==> src/rtl/wb_arbiter_2to1.sv <==
// wb_arbiter_2to1: two-master, one-slave Wishbone classic arbiter.
// Shares one slave between master 0 (instruction fetch) and master 1 (data).
// Ownership is held for a whole Wishbone cycle (cyc high). Simultaneous
// requests from IDLE are resolved round-robin against the previous owner.
// Optional watchdog (compile with `define WB_ARBITER_TIMEOUT_EN) errors a
// cycle whose strobe has gone TIMEOUT_CYCLES clocks without a termination.
module wb_arbiter_2to1 #(
  parameter int unsigned TIMEOUT_CYCLES = 16
) (
  input  logic        clk_i,
  input  logic        rst_ni,
  // master 0
  input  logic        m0_cyc_i,
  input  logic        m0_stb_i,
  input  logic        m0_we_i,
  input  logic [31:0] m0_adr_i,
  input  logic [3:0]  m0_sel_i,
  input  logic [31:0] m0_dat_i,
  output logic [31:0] m0_dat_o,
  output logic        m0_ack_o,
  output logic        m0_err_o,
  output logic        m0_rty_o,
  // master 1
  input  logic        m1_cyc_i,
  input  logic        m1_stb_i,
  input  logic        m1_we_i,
  input  logic [31:0] m1_adr_i,
  input  logic [3:0]  m1_sel_i,
  input  logic [31:0] m1_dat_i,
  output logic [31:0] m1_dat_o,
  output logic        m1_ack_o,
  output logic        m1_err_o,
  output logic        m1_rty_o,
  // slave
  output logic        s_cyc_o,
  output logic        s_stb_o,
  output logic        s_we_o,
  output logic [31:0] s_adr_o,
  output logic [3:0]  s_sel_o,
  output logic [31:0] s_dat_o,
  input  logic [31:0] s_dat_i,
  input  logic        s_ack_i,
  input  logic        s_err_i,
  input  logic        s_rty_i,
  // owner indication
  output logic [1:0]  grant_o
);

  typedef enum logic [1:0] {
    IDLE = 2'd0,
    OWN0 = 2'd1,
    OWN1 = 2'd2
  } state_e;

  state_e      state_q, state_d;
  logic        last_q, last_d;     // most recent owner: 0 = m0, 1 = m1
  logic [1:0]  grant_q, grant_d;   // one-hot copy of the state, drives the muxes
  logic        wd_err;             // watchdog firing this cycle
  logic        own_stb;            // owner's strobe before watchdog gating

  // Ownership decision: hold for the whole cycle, hand over directly if the
  // other master is waiting, round-robin on a tie from IDLE.
  always_comb begin
    state_d = state_q;
    last_d  = last_q;
    unique case (state_q)
      IDLE: begin
        if (m0_cyc_i && m1_cyc_i) begin
          state_d = last_q ? OWN0 : OWN1;
        end else if (m0_cyc_i) begin
          state_d = OWN0;
        end else if (m1_cyc_i) begin
          state_d = OWN1;
        end
      end
      OWN0: begin
        if (!m0_cyc_i) begin
          last_d  = 1'b0;
          state_d = m1_cyc_i ? OWN1 : IDLE;
        end
      end
      OWN1: begin
        if (!m1_cyc_i) begin
          last_d  = 1'b1;
          state_d = m0_cyc_i ? OWN0 : IDLE;
        end
      end
      default: state_d = IDLE;
    endcase
    grant_d = {state_d == OWN1, state_d == OWN0};
  end

  // Arbiter state and registered grant; reset favours m0 on the first tie.
  always_ff @(posedge clk_i or negedge rst_ni) begin
    if (!rst_ni) begin
      state_q <= IDLE;
      last_q  <= 1'b1;
      grant_q <= 2'b00;
    end else begin
      state_q <= state_d;
      last_q  <= last_d;
      grant_q <= grant_d;
    end
  end

  assign grant_o = grant_q;

  // Route the owner's request to the slave; everything is zero while idle.
  always_comb begin
    s_cyc_o = 1'b0;
    own_stb = 1'b0;
    s_we_o  = 1'b0;
    s_adr_o = '0;
    s_sel_o = '0;
    s_dat_o = '0;
    if (grant_q[0]) begin
      s_cyc_o = m0_cyc_i;
      own_stb = m0_stb_i;
      s_we_o  = m0_we_i;
      s_adr_o = m0_adr_i;
      s_sel_o = m0_sel_i;
      s_dat_o = m0_dat_i;
    end else if (grant_q[1]) begin
      s_cyc_o = m1_cyc_i;
      own_stb = m1_stb_i;
      s_we_o  = m1_we_i;
      s_adr_o = m1_adr_i;
      s_sel_o = m1_sel_i;
      s_dat_o = m1_dat_i;
    end
  end

  // A watchdog error replaces the slave's strobe so the slave never sees a
  // transfer the master has already been told failed.
  assign s_stb_o = own_stb & ~wd_err;

  // Terminations and read data go back only to the current owner.
  always_comb begin
    m0_dat_o = '0;
    m0_ack_o = 1'b0;
    m0_err_o = 1'b0;
    m0_rty_o = 1'b0;
    m1_dat_o = '0;
    m1_ack_o = 1'b0;
    m1_err_o = 1'b0;
    m1_rty_o = 1'b0;
    if (grant_q[0]) begin
      m0_dat_o = s_dat_i;
      m0_ack_o = s_ack_i & ~wd_err;
      m0_err_o = s_err_i | wd_err;
      m0_rty_o = s_rty_i & ~wd_err;
    end else if (grant_q[1]) begin
      m1_dat_o = s_dat_i;
      m1_ack_o = s_ack_i & ~wd_err;
      m1_err_o = s_err_i | wd_err;
      m1_rty_o = s_rty_i & ~wd_err;
    end
  end

  if (TIMEOUT_CYCLES < 2) begin : g_bad_timeout
    $error("wb_arbiter_2to1: TIMEOUT_CYCLES must be at least 2");
  end

`ifdef WB_ARBITER_TIMEOUT_EN
  localparam int unsigned CNT_W = $clog2(TIMEOUT_CYCLES + 1);

  logic [CNT_W-1:0] wd_cnt_q, wd_cnt_d;
  logic             to_q, to_d;
  logic             slv_term;

  assign slv_term = s_ack_i | s_err_i | s_rty_i;

  // Count consecutive unanswered strobes of the current owner; fire once on
  // reaching the limit and start over, so a master that keeps strobing gets
  // a fresh error every TIMEOUT_CYCLES + 1 clocks.
  always_comb begin
    wd_cnt_d = wd_cnt_q;
    to_d     = 1'b0;
    if ((state_q == IDLE) || (state_d != state_q)) begin
      wd_cnt_d = '0;
    end else if (slv_term) begin
      wd_cnt_d = '0;
    end else if (s_stb_o) begin
      if (wd_cnt_q == CNT_W'(TIMEOUT_CYCLES - 1)) begin
        wd_cnt_d = '0;
        to_d     = 1'b1;
      end else begin
        wd_cnt_d = wd_cnt_q + CNT_W'(1);
      end
    end
  end

  // Watchdog counter and its one-cycle error pulse.
  always_ff @(posedge clk_i or negedge rst_ni) begin
    if (!rst_ni) begin
      wd_cnt_q <= '0;
      to_q     <= 1'b0;
    end else begin
      wd_cnt_q <= wd_cnt_d;
      to_q     <= to_d;
    end
  end

  assign wd_err = to_q;
`else
  assign wd_err = 1'b0;
`endif

endmodule

==> config.mk <==
export PLATFORM = sky130hd
export DESIGN_NAME = wb_arbiter_2to1
export DESIGN_NICKNAME = d
export VERILOG_FILES = /design/src/rtl/wb_arbiter_2to1.sv
export SDC_FILE = /design/constraint.sdc
export NUM_CORES = 1
export LEC_CHECK = 0
export CORE_AREA = 4 4 122 124
export CTS_CLUSTER_SIZE = 8
export DETAILED_ROUTE_END_ITERATION = 6
export DIE_AREA = 0 0 126 128
export REMOVE_ABC_BUFFERS = 1
export SLEW_MARGIN = 10
export SYNTH_ARGS = -nofsm -noshare
export SYNTH_HDL_FRONTEND = slang
export SYNTH_SLANG_ARGS = --single-unit
==> constraint.sdc <==
create_clock -name clk_i -period 3.5 [get_ports clk_i]
set_clock_uncertainty 0.05 [all_clocks]
set_input_delay 1.05 -clock clk_i [delete_from_list [all_inputs] [get_ports clk_i]]
set_output_delay 1.05 -clock clk_i [all_outputs]
set_load 0.1 [all_outputs]
==> run summary <==
Post-Syn Area per Cell -> 7.62 um2
Vias -> 2729
Routability cong. -> 0.830
GRT Total Usage -> 13.0%
Fillers -> 1258
Rows -> 43
Crit path buf inv count -> 2
Ant diodes -> 0
Met1 WL -> 4.19 mm
Status -> completed
Power Density -> 696 mW/mm2
Combinational power share -> 93.4%
Antenna violations before repair -> 0
Sequential power share -> 2.3%
Netlist cell types -> 15
RSZ-0062 raised after global routing -> false
Multi-input gate area -> 0.00114 mm2
Sequential cell area -> 130 um2
CTS tree -> done
Cell Area, Synth -> 0.00142 mm2
Slowest-stage cell, CP -> clkdlybuf4s50_1
CP max stage delay -> 0.54 ns
Die height -> 128 um
Top layer in use -> met4
Initial DRC Count -> 67
Non-Filler Cell Area, Final -> 0.00624 mm2
NetSw -> 0.00269 W
Area leader, netlist -> a22o_1
Die Width -> 126 um
Clock sinks -> 5
Sw frac -> 61.9%
Crit-path max FO -> 5
Endpoints failing setup -> 0
Clk Latency, worst-skew pair -> 0.23 ns
# DRC -> 0
Placed standard-cell area -> 0.00616 mm2
Maximum clock path buffer count -> 2
Post-detail-place hpwl -> 9.81 mm
Overflow after GRT -> 0
P_int -> 0.00165 W
Most common cell after layout, fill and taps aside -> clkdlybuf4s50_1
Fmax -> 0.305 GHz
Synthesis-stage register bit count -> 5
CTS root buf -> clkbuf_16
Post-CTS Setup Bufs -> 0
Min Tclk post-route -> 3.28 ns
Fin nets -> 669
Most frequent cells in the layout -> clkdlybuf4s50_1 (178), buf_12 (143), and2_1 (74)
H-tree depth -> 1
Num CTS Buffers -> 3
IO Port Bufs -> 321
Max Cap Viol -> 0
Proportion of layout cells with a drive suffix above 1 -> 30.9%
Max Slew Vio Count -> 0
IO Count -> 322
Class of the worst hold path -> flop to flop
Per-cell routed wire length -> 17.2 um
Clock power share -> 4.3%
Register area share after synthesis -> 8.91%
Crit path DAT -> 2.18 ns
Vias in the first global route -> 2953
Peak VDD IR -> 0.390 mV
Core Region -> 0.0138 mm2
Startpoint Class -> input port
Hold buffer count at CTS -> 0
Least-Margin Pin Slew -> 0.482 ns
Final count of hold timing violations -> 0
Synth area leaders -> a22o_1 (43%), and2_1 (33%), dfrtp_1 (7.1%)
Lkg Pwr -> 2.53 nW
Ys Warns -> 0
First drt pass iteration count -> 4
Post-Synthesis Cells -> 186
Global-route wire length before repair -> 16.8 mm
Largest net degree at the start of global routing -> 109
Required @ worst endpoint -> 2.40 ns
Crit-path cells -> clkdlybuf4s50_1, nand2_1, o21ai_0, buf_12
Clk slew on worst S/H paths -> 0.03 ns
Met3 wire len -> 1.19 mm
Layout area overhead -> 340%
Metal2 WL -> 6.00 mm
Share of the synthesized area in the top cell type -> 43.2%
Rel. slew slack -> 67.9%
DR vias/cell -> 4.08
CTS resizes -> 0
Final wirelength -> 11.5 mm
Die area -> 0.0161 mm2
Final period util -> 93.6%
Setup CP Type -> input port to output port
Initial Util -> 10.3%
ANT nets after route -> 0
CP endpoint kind -> output port
CP top delay family -> buffers and inverters
Hold slack -> 0.445 ns
## power groups by stage
stage	logic, W	clock network, W	registers [W]
6_report	0.00406	0.000189	0.0000996
5_1_grt	0.00416	0.000195	0.000102
4_1_cts	0.00409	0.000190	0.0000991
3_5_place_dp	0.00408	0	0.0000996
3_3_place_gp	0.00406	0	0.0000971
2_1_floorplan	0.00237	0	0.000171
## path summary, 6_finish.rpt
check | from | to | slack (ns) | cells past startpoint
max in group asynchronous | rst_ni | last_q$_DFFE_PN1P_ | 2.16 | 1
setup reg to reg | last_q$_DFFE_PN1P_ | grant_o[1]$_DFF_PN0_ | 2.34 | 3
hold reg to reg | last_q$_DFFE_PN1P_ | last_q$_DFFE_PN1P_ | 0.44 | 2
hold / removal | last_q$_DFFE_PN1P_ | last_q$_DFFE_PN1P_ | 0.44 | 2
min in group asynchronous | rst_ni | state_q[0]$_DFF_PN0_ | 0.99 | 1
setup / recovery | m1_cyc_i | s_cyc_o | 0.22 | 4
## layout make-up
class	count	area share [%]
inverter	1	0.0602
sequential	5	2.09
timing repair buffer	323	74.7
multi-input combinational	156	18.3
tap	180	3.61
clock buffer	4	1.26
## tightest hold or removal path, delay by kind of cell, from the launching register on
family	cells	cell delay (ns)
AOI/OAI and AO/OA	1	0.07
DFF	1	0.37
and+or+nand+nor	1	0.05
## per-stage QoR
stage	total power, W	setup WS, ns	utilization (%)	instances	TNS [ns]
after floorplan	0.00254	-2.32	-	162	-274.61
after global placement	0.00416	0.233	44.7	665	0
after detailed placement	0.00418	0.221	44.7	665	0
after CTS	0.00438	0.221	45.3	669	0
after global routing	0.00445	0.186	45.3	669	0
final	0.00435	0.223	45.3	669	0
## logic make-up after synthesis
family / after synthesis / share of synthesized area (%)
AOI/OAI and AO/OA: 75 / 45.2
buffers and inverters: 25 / 10.9
DFF: 5 / 8.92
and+or+nand+nor: 81 / 35.0
## flip-flops by register name (all words and copies together) (netlist names)
name / cells
grant_o: 2
state_q: 2
last_q: 1
## cell usage after synthesis
master,count
o22ai_1,2
buf_6,7
dfrtp_1,4
dfstp_2,1
inv_1,1
a22o_1,70
nor2b_1,1
and2_1,74
buf_4,1
nand2_1,3
clkbuf_1,13
nor2_1,2
buf_2,3
o21ai_0,3
nor2b_2,1
## routing by layer
layer	GRT usage [%]	vias up
li1	-	1288
met3	4.08	9
met2	24.0	199
met5	0	-
met4	2.15	0
met1	14.9	1233
Note: power is estimated with default switching activity, not from simulation.
